===== src/rtl/lutram_sync_fifo_pkg.sv =====
// Shared defaults and helpers for the LUT-RAM based FWFT FIFO.
package lutram_sync_fifo_pkg;

   localparam int unsigned DefAddrBits = 5;
   localparam int unsigned DefDataBits = 32;

   // Accepted request combination in one cycle.
   typedef enum logic [1:0] {
      OpNone = 2'b00,
      OpPop  = 2'b01,
      OpPush = 2'b10,
      OpBoth = 2'b11
   } fifo_op_e;

   function automatic int unsigned fifo_depth(input int unsigned addr_bits);
      return 32'd1 << addr_bits;
   endfunction

endpackage


===== src/rtl/lutram_sync_fifo_ram.sv =====
// LUT-RAM primitive: synchronous write, asynchronous read, contents not reset.
module sramLutRam
   import lutram_sync_fifo_pkg::*;
#(
   parameter int unsigned nrOfAddressBits = DefAddrBits,
   parameter int unsigned nrOfDataBits    = DefDataBits
) (
   input  logic                       clock_i,
   input  logic                       write_enable_i,
   input  logic [nrOfAddressBits-1:0] write_address_i,
   input  logic [nrOfDataBits-1:0]    write_data_i,
   input  logic [nrOfAddressBits-1:0] read_address_i,
   output logic [nrOfDataBits-1:0]    read_data_o
);

   localparam int unsigned Depth = 32'd1 << nrOfAddressBits;

   logic [nrOfDataBits-1:0] mem_q [Depth];

   // Storage array written on the rising edge when enabled.
   always_ff @(posedge clock_i) begin
      if (write_enable_i) begin
         mem_q[write_address_i] <= write_data_i;
      end
   end

   assign read_data_o = mem_q[read_address_i];

endmodule


===== src/rtl/lutram_sync_fifo.sv =====
// Single-clock first-word-fall-through FIFO controller around sramLutRam.
// Optional sticky overflow/underflow outputs: define LUTRAM_FIFO_ERROR_FLAGS_EN.
module lutram_sync_fifo
   import lutram_sync_fifo_pkg::*;
#(
   parameter int unsigned nrOfAddressBits = DefAddrBits,
   parameter int unsigned nrOfDataBits    = DefDataBits
) (
   input  logic                       clock,
   input  logic                       reset,
   input  logic                       push,
   input  logic [nrOfDataBits-1:0]    pushData,
   output logic                       full,
   input  logic                       pop,
   output logic [nrOfDataBits-1:0]    popData,
   output logic                       empty,
`ifdef LUTRAM_FIFO_ERROR_FLAGS_EN
   output logic                       overflow,
   output logic                       underflow,
`endif
   output logic [nrOfAddressBits:0]   fillLevel
);

   localparam int unsigned Depth = fifo_depth(nrOfAddressBits);
   localparam logic [nrOfAddressBits:0] DepthLvl = (nrOfAddressBits + 1)'(Depth);

   logic [nrOfAddressBits-1:0] write_ptr_q, write_ptr_d;
   logic [nrOfAddressBits-1:0] read_ptr_q, read_ptr_d;
   logic [nrOfAddressBits:0]   fill_q, fill_d;
   logic                       empty_q, empty_d;
   logic                       full_q, full_d;
   logic                       push_acc, pop_acc;
   logic [nrOfDataBits-1:0]    ram_rdata;
   fifo_op_e                   op;

   assign push_acc = push & ~full_q;
   assign pop_acc  = pop & ~empty_q;
   assign op       = fifo_op_e'({push_acc, pop_acc});

   // Next-state for pointers, fill count and flags derived from the count.
   always_comb begin
      write_ptr_d = write_ptr_q;
      read_ptr_d  = read_ptr_q;
      fill_d      = fill_q;
      if (push_acc) write_ptr_d = write_ptr_q + 1'b1;
      if (pop_acc)  read_ptr_d  = read_ptr_q + 1'b1;
      unique case (op)
         OpPush:  fill_d = fill_q + 1'b1;
         OpPop:   fill_d = fill_q - 1'b1;
         default: fill_d = fill_q;
      endcase
      empty_d = (fill_d == '0);
      full_d  = (fill_d == DepthLvl);
   end

   // Controller state register.
   always_ff @(posedge clock or posedge reset) begin
      if (reset) begin
         write_ptr_q <= '0;
         read_ptr_q  <= '0;
         fill_q      <= '0;
         empty_q     <= 1'b1;
         full_q      <= 1'b0;
      end else begin
         write_ptr_q <= write_ptr_d;
         read_ptr_q  <= read_ptr_d;
         fill_q      <= fill_d;
         empty_q     <= empty_d;
         full_q      <= full_d;
      end
   end

`ifdef LUTRAM_FIFO_ERROR_FLAGS_EN
   logic overflow_q, underflow_q;

   // Sticky error flags, cleared only by reset.
   always_ff @(posedge clock or posedge reset) begin
      if (reset) begin
         overflow_q  <= 1'b0;
         underflow_q <= 1'b0;
      end else begin
         if (push & full_q)  overflow_q  <= 1'b1;
         if (pop & empty_q)  underflow_q <= 1'b1;
      end
   end

   assign overflow  = overflow_q;
   assign underflow = underflow_q;
`endif

   sramLutRam #(
      .nrOfAddressBits(nrOfAddressBits),
      .nrOfDataBits   (nrOfDataBits)
   ) u_ram (
      .clock_i        (clock),
      .write_enable_i (push_acc),
      .write_address_i(write_ptr_q),
      .write_data_i   (pushData),
      .read_address_i (read_ptr_q),
      .read_data_o    (ram_rdata)
   );

   // Head word is forced to zero while empty so stale RAM never leaks out.
   assign popData   = empty_q ? '0 : ram_rdata;
   assign empty     = empty_q;
   assign full      = full_q;
   assign fillLevel = fill_q;

endmodule


===== config.mk =====
export PLATFORM = sky130hd
export DESIGN_NAME = lutram_sync_fifo
export DESIGN_NICKNAME = d
export VERILOG_FILES = /design/src/rtl/lutram_sync_fifo_pkg.sv /design/src/rtl/lutram_sync_fifo_ram.sv /design/src/rtl/lutram_sync_fifo.sv
export SDC_FILE = /design/constraint.sdc
export NUM_CORES = 1
export LEC_CHECK = 0
export CAP_MARGIN = 20
export CORE_MARGIN = 2
export CORE_UTILIZATION = 35
export CTS_BUF_LIST = sky130_fd_sc_hd__clkbuf_4 sky130_fd_sc_hd__clkbuf_8
export DETAILED_ROUTE_END_ITERATION = 6
export PLACE_DENSITY_LB_ADDON = 0.12
export SLEW_MARGIN = 40
export SYNTH_ARGS = -nofsm -noshare
export SYNTH_HDL_FRONTEND = slang
export SYNTH_HIERARCHICAL = 1
export SYNTH_SLANG_ARGS = --single-unit

===== constraint.sdc =====
create_clock -name clock -period 3.5 [get_ports clock]
set_input_delay 0.35 -clock clock [delete_from_list [all_inputs] [get_ports clock]]
set_output_delay 0.35 -clock clock [all_outputs]
set_load 0.01 [all_outputs]

==> impl_metrics.tcl <==
set metrics [dict create \
    multi_input_area_um2 9906 \
    wirelength_mm 118.9 \
    required_ns 3.15 \
    synth.net_count 2428 \
    intPower_uw 27120 \
    path_class "flop to output port" \
    grt_pass1_wl_mm 167.7 \
    yosysMostFrequentCell "edfxtp_1" \
    clkLatencyLatePin_ns 0.86 \
    antenna_found_initial 7 \
    cts_buffers 177 \
    peakVddDrop_mv 0.3935 \
    outcome "completed" \
    grtUsageMet2_pct 30.76 \
    detail_route.vias_per_cell 5.196 \
    dp_worst_setup_slack_ns 0.2112 \
    setup_viol 0 \
    vias 22930 \
    seq_area_frac_synth_pct 75.64 \
    synth.distinct_cells 58 \
    grt_usage_pct 19.59 \
    area_delta_synth_final_pct 21.59 \
    rr_endpoint "full" \
    cts.sinks 1042 \
    wire_per_inst_um 26.93 \
    use_met3_pct 3.922 \
    synth_edf_count 1024 \
    reg2regPathDepth 11 \
    fp.coreArea_um2 116500 \
    combPwrFrac_pct 37.5 \
    seqCellArea_um2 31210 \
    report.final.slew_viol_count 0 \
    cts_tree "done" \
    die_h_um 347.3 \
    fillers 10250 \
    finalClockSkew_ns 0.03586 \
    clk_pin_slew_ns 0.06 \
    yosysTopAreaCell "edfxtp_1" \
    synthFlopType "edfxtp_1" \
    critical_path.endpoint_type "output port" \
    cp-endpoint "popData[12]" \
    grt_pass1_vias 23440 \
    clock.fmax_mhz 286.6 \
    max_cap_viol_count 0 \
    die_width_um 347.3 \
    p_leak_uw 0.01774 \
    whs_ns 0.2687 \
    p_sw_uw 14000 \
    synth-seq-cells 1042 \
    cp.arrival_ns 3.14 \
    finalCriticalPeriod_ns 3.489 \
    hold_violations 0 \
    synth_commonest_cells "1024 x edfxtp_1, 512 x mux2i_1, 114 x nand2_1" \
    r2r-start "empty" \
    async_flop_share_pct 1.727 \
    core.rowCount 125 \
    p_per_area_nw_per_um2 819.9 \
    whs_path_depth 3 \
    first_pass_iters 5 \
    startpoint "read_ptr_q[0]" \
    synth_top_area_share_pct 74.54 \
    power.share.sequential_pct 36.4 \
    hp-class "input pin to flop" \
    syn_area_um2 41250 \
    initial_core_util_pct 35.40 \
    clkPwrFrac_pct 26.1 \
    ff2ff_setup_slack_ns 0.83 \
    sw_frac_of_total_pct 34.04 \
    yosys_warnings 6 \
    ant_nets 0 \
    clockRootBuffer "clkbuf_8" \
    die_area_um2 120600 \
    ioPinCount 76 \
    fin_nets 2784 \
    grt_util_met1_pct 27.23 \
    grt-busiest-layer "met2" \
    rsz0062_at_grt "true" \
    syn_avg_cell_area_um2 17.27 \
    yosys-top-cells-area "edfxtp_1 75%, mux2i_1 12%, a22oi_1 1.7%" \
    place.gp.congestion 0.7396 \
    setup_ws_ns 0.01087 \
    grt-ovfl-total 0 \
    dp_hpwl_mm 65.05 \
    clockBufferDepth 3 \
    tightest_slew_ns 0.8036 \
    cp-start-kind "flop" \
    drive_gt1_share_pct 23.62 \
    cp_max_fo 8 \
    port_buffers 75 \
    grt_max_degree 45 \
    drtIter0Drc 1621 \
    drc 0 \
    synth_cells 2388 \
    maxSlewHeadroom_pct 46.43 \
    h-tree-depth 4 \
    finalCritPeriodShare_pct 99.69 \
]
[cells in the final DEF, fill, tap and decap left out, drive strengths merged, types with 2 or more instances in the layout]
cell type	n
o32a	2
nand2	115
ha	4
or3b	3
clkinvlp	10
o21ai	5
dlygate4sd3	32
clkinv	77
bufbuf	13
and2	3
a22oi	96
nand2b	5
a21oi	100
nor2b	33
clkbuf	226
edfxtp	1024
a31oi	33
buf	254
bufinv	7
mux2i	512
nand3	102
nor4	3
a22o	64
clkdlybuf4s50	12
a311oi	2
nand3b	5
nor3	38
inv	11
dfrtp	17
and2b	3
nand4	5
nor2	40
diode	2
nor3b	3
xnor2	11
[power by group through the flow]
| stage | logic, µW | registers [µW] | clock network [µW] |
|---|---|---|---|
| finish | 15400 | 15000 | 10700 |
| global route | 16400 | 15000 | 11600 |
| CTS | 15500 | 15000 | 11000 |
| detailed placement | 13600 | 15200 | 0 |
| global placement | 13600 | 15200 | 0 |
| floorplan | 8010 | 15100 | 0 |
[layout make-up]
type                            count  share of cell area, %
Sequential cell                  1042                  62.22
Multi-Input combinational cell   1202                  19.75
Timing Repair Buffer              313                  7.262
Clock buffer                      225                  5.613
Tap cell                         1524                  3.802
Clock inverter                     97                  1.280
Inverter                            8                0.06486
Antenna cell                        2               0.009978
[registers in the layout, summed over array words and instances (netlist names)]
name / cells
full: 1
u_ram/mem_q: 1024
fillLevel: 6
write_ptr_q: 5
empty: 1
read_ptr_q: 5
[worst min-delay path by stage]
stage | start | endpoint | slack, ns
2_1_floorplan | reset | fillLevel[0] | 0.29
3_3_place_gp | read_ptr_q[4] | read_ptr_q[4] | 0.55
3_5_place_dp | read_ptr_q[4] | read_ptr_q[4] | 0.56
4_1_cts | pop | read_ptr_q[0] | 0.16
5_1_grt | pop | read_ptr_q[0] | 0.21
6_report | pop | read_ptr_q[0] | 0.27
[critical path: stages (launching register included)]
cell     delay, ns
dfrtp_4       0.49
buf_12        0.15
buf_12        0.15
buf_16        0.16
buf_12        0.15
buf_8         0.12
mux2i_1       0.15
a22oi_1       0.09
a31oi_1       0.25
nand3_2       0.20
nor2b_1       0.18
buf_2         0.17
[metrics by stage]
step	setup TNS (ns)	cell area [µm²]	cells	util (%)	power, µW
floorplan	0	41250	2388	-	23130
global placement	0	45010	3993	38.63	28780
detailed placement	0	44880	3993	38.51	28820
CTS	-0.7263	50020	4407	42.93	41470
global route	-1.247	50150	4412	43.04	42980
finish	0	50160	4413	43.05	41120
[layer usage]
| metal | wire length, µm | up-vias |
|---|---|---|
| met5 | 29 | - |
| met4 | 3124 | 4 |
| met3 | 5466 | 196 |
| met2 | 55370 | 597 |
| met1 | 54870 | 11920 |
| li1 | - | 10210 |
[kinds of logic (layout without fill, tap and decap cells)]
family / count (synthesis) / in the layout / share of synthesized area, %
flip-flops: 1042 / 1042 / 75.64
multiplexers: 513 / 513 / 12.45
AND/OR/NAND/NOR: 361 / 362 / 4.289
AO/OA/AOI/OAI: 312 / 312 / 5.235
buffers and inverters: 145 / 643 / 2.032
XOR/XNOR: 11 / 11 / 0.2335
adder cells (fa/ha/maj): 4 / 4 / 0.1213
other: 0 / 2 / 0
[timing repair]
action,CTS,global route
endpoints found under the hold margin,873,125
gates cloned,20,1
pin swaps,54,30
setup endpoints to repair,32,26
buffers inserted,46,2
hold buffers,28,4
resized for setup,234,34
(Power assumes the default switching activity.)
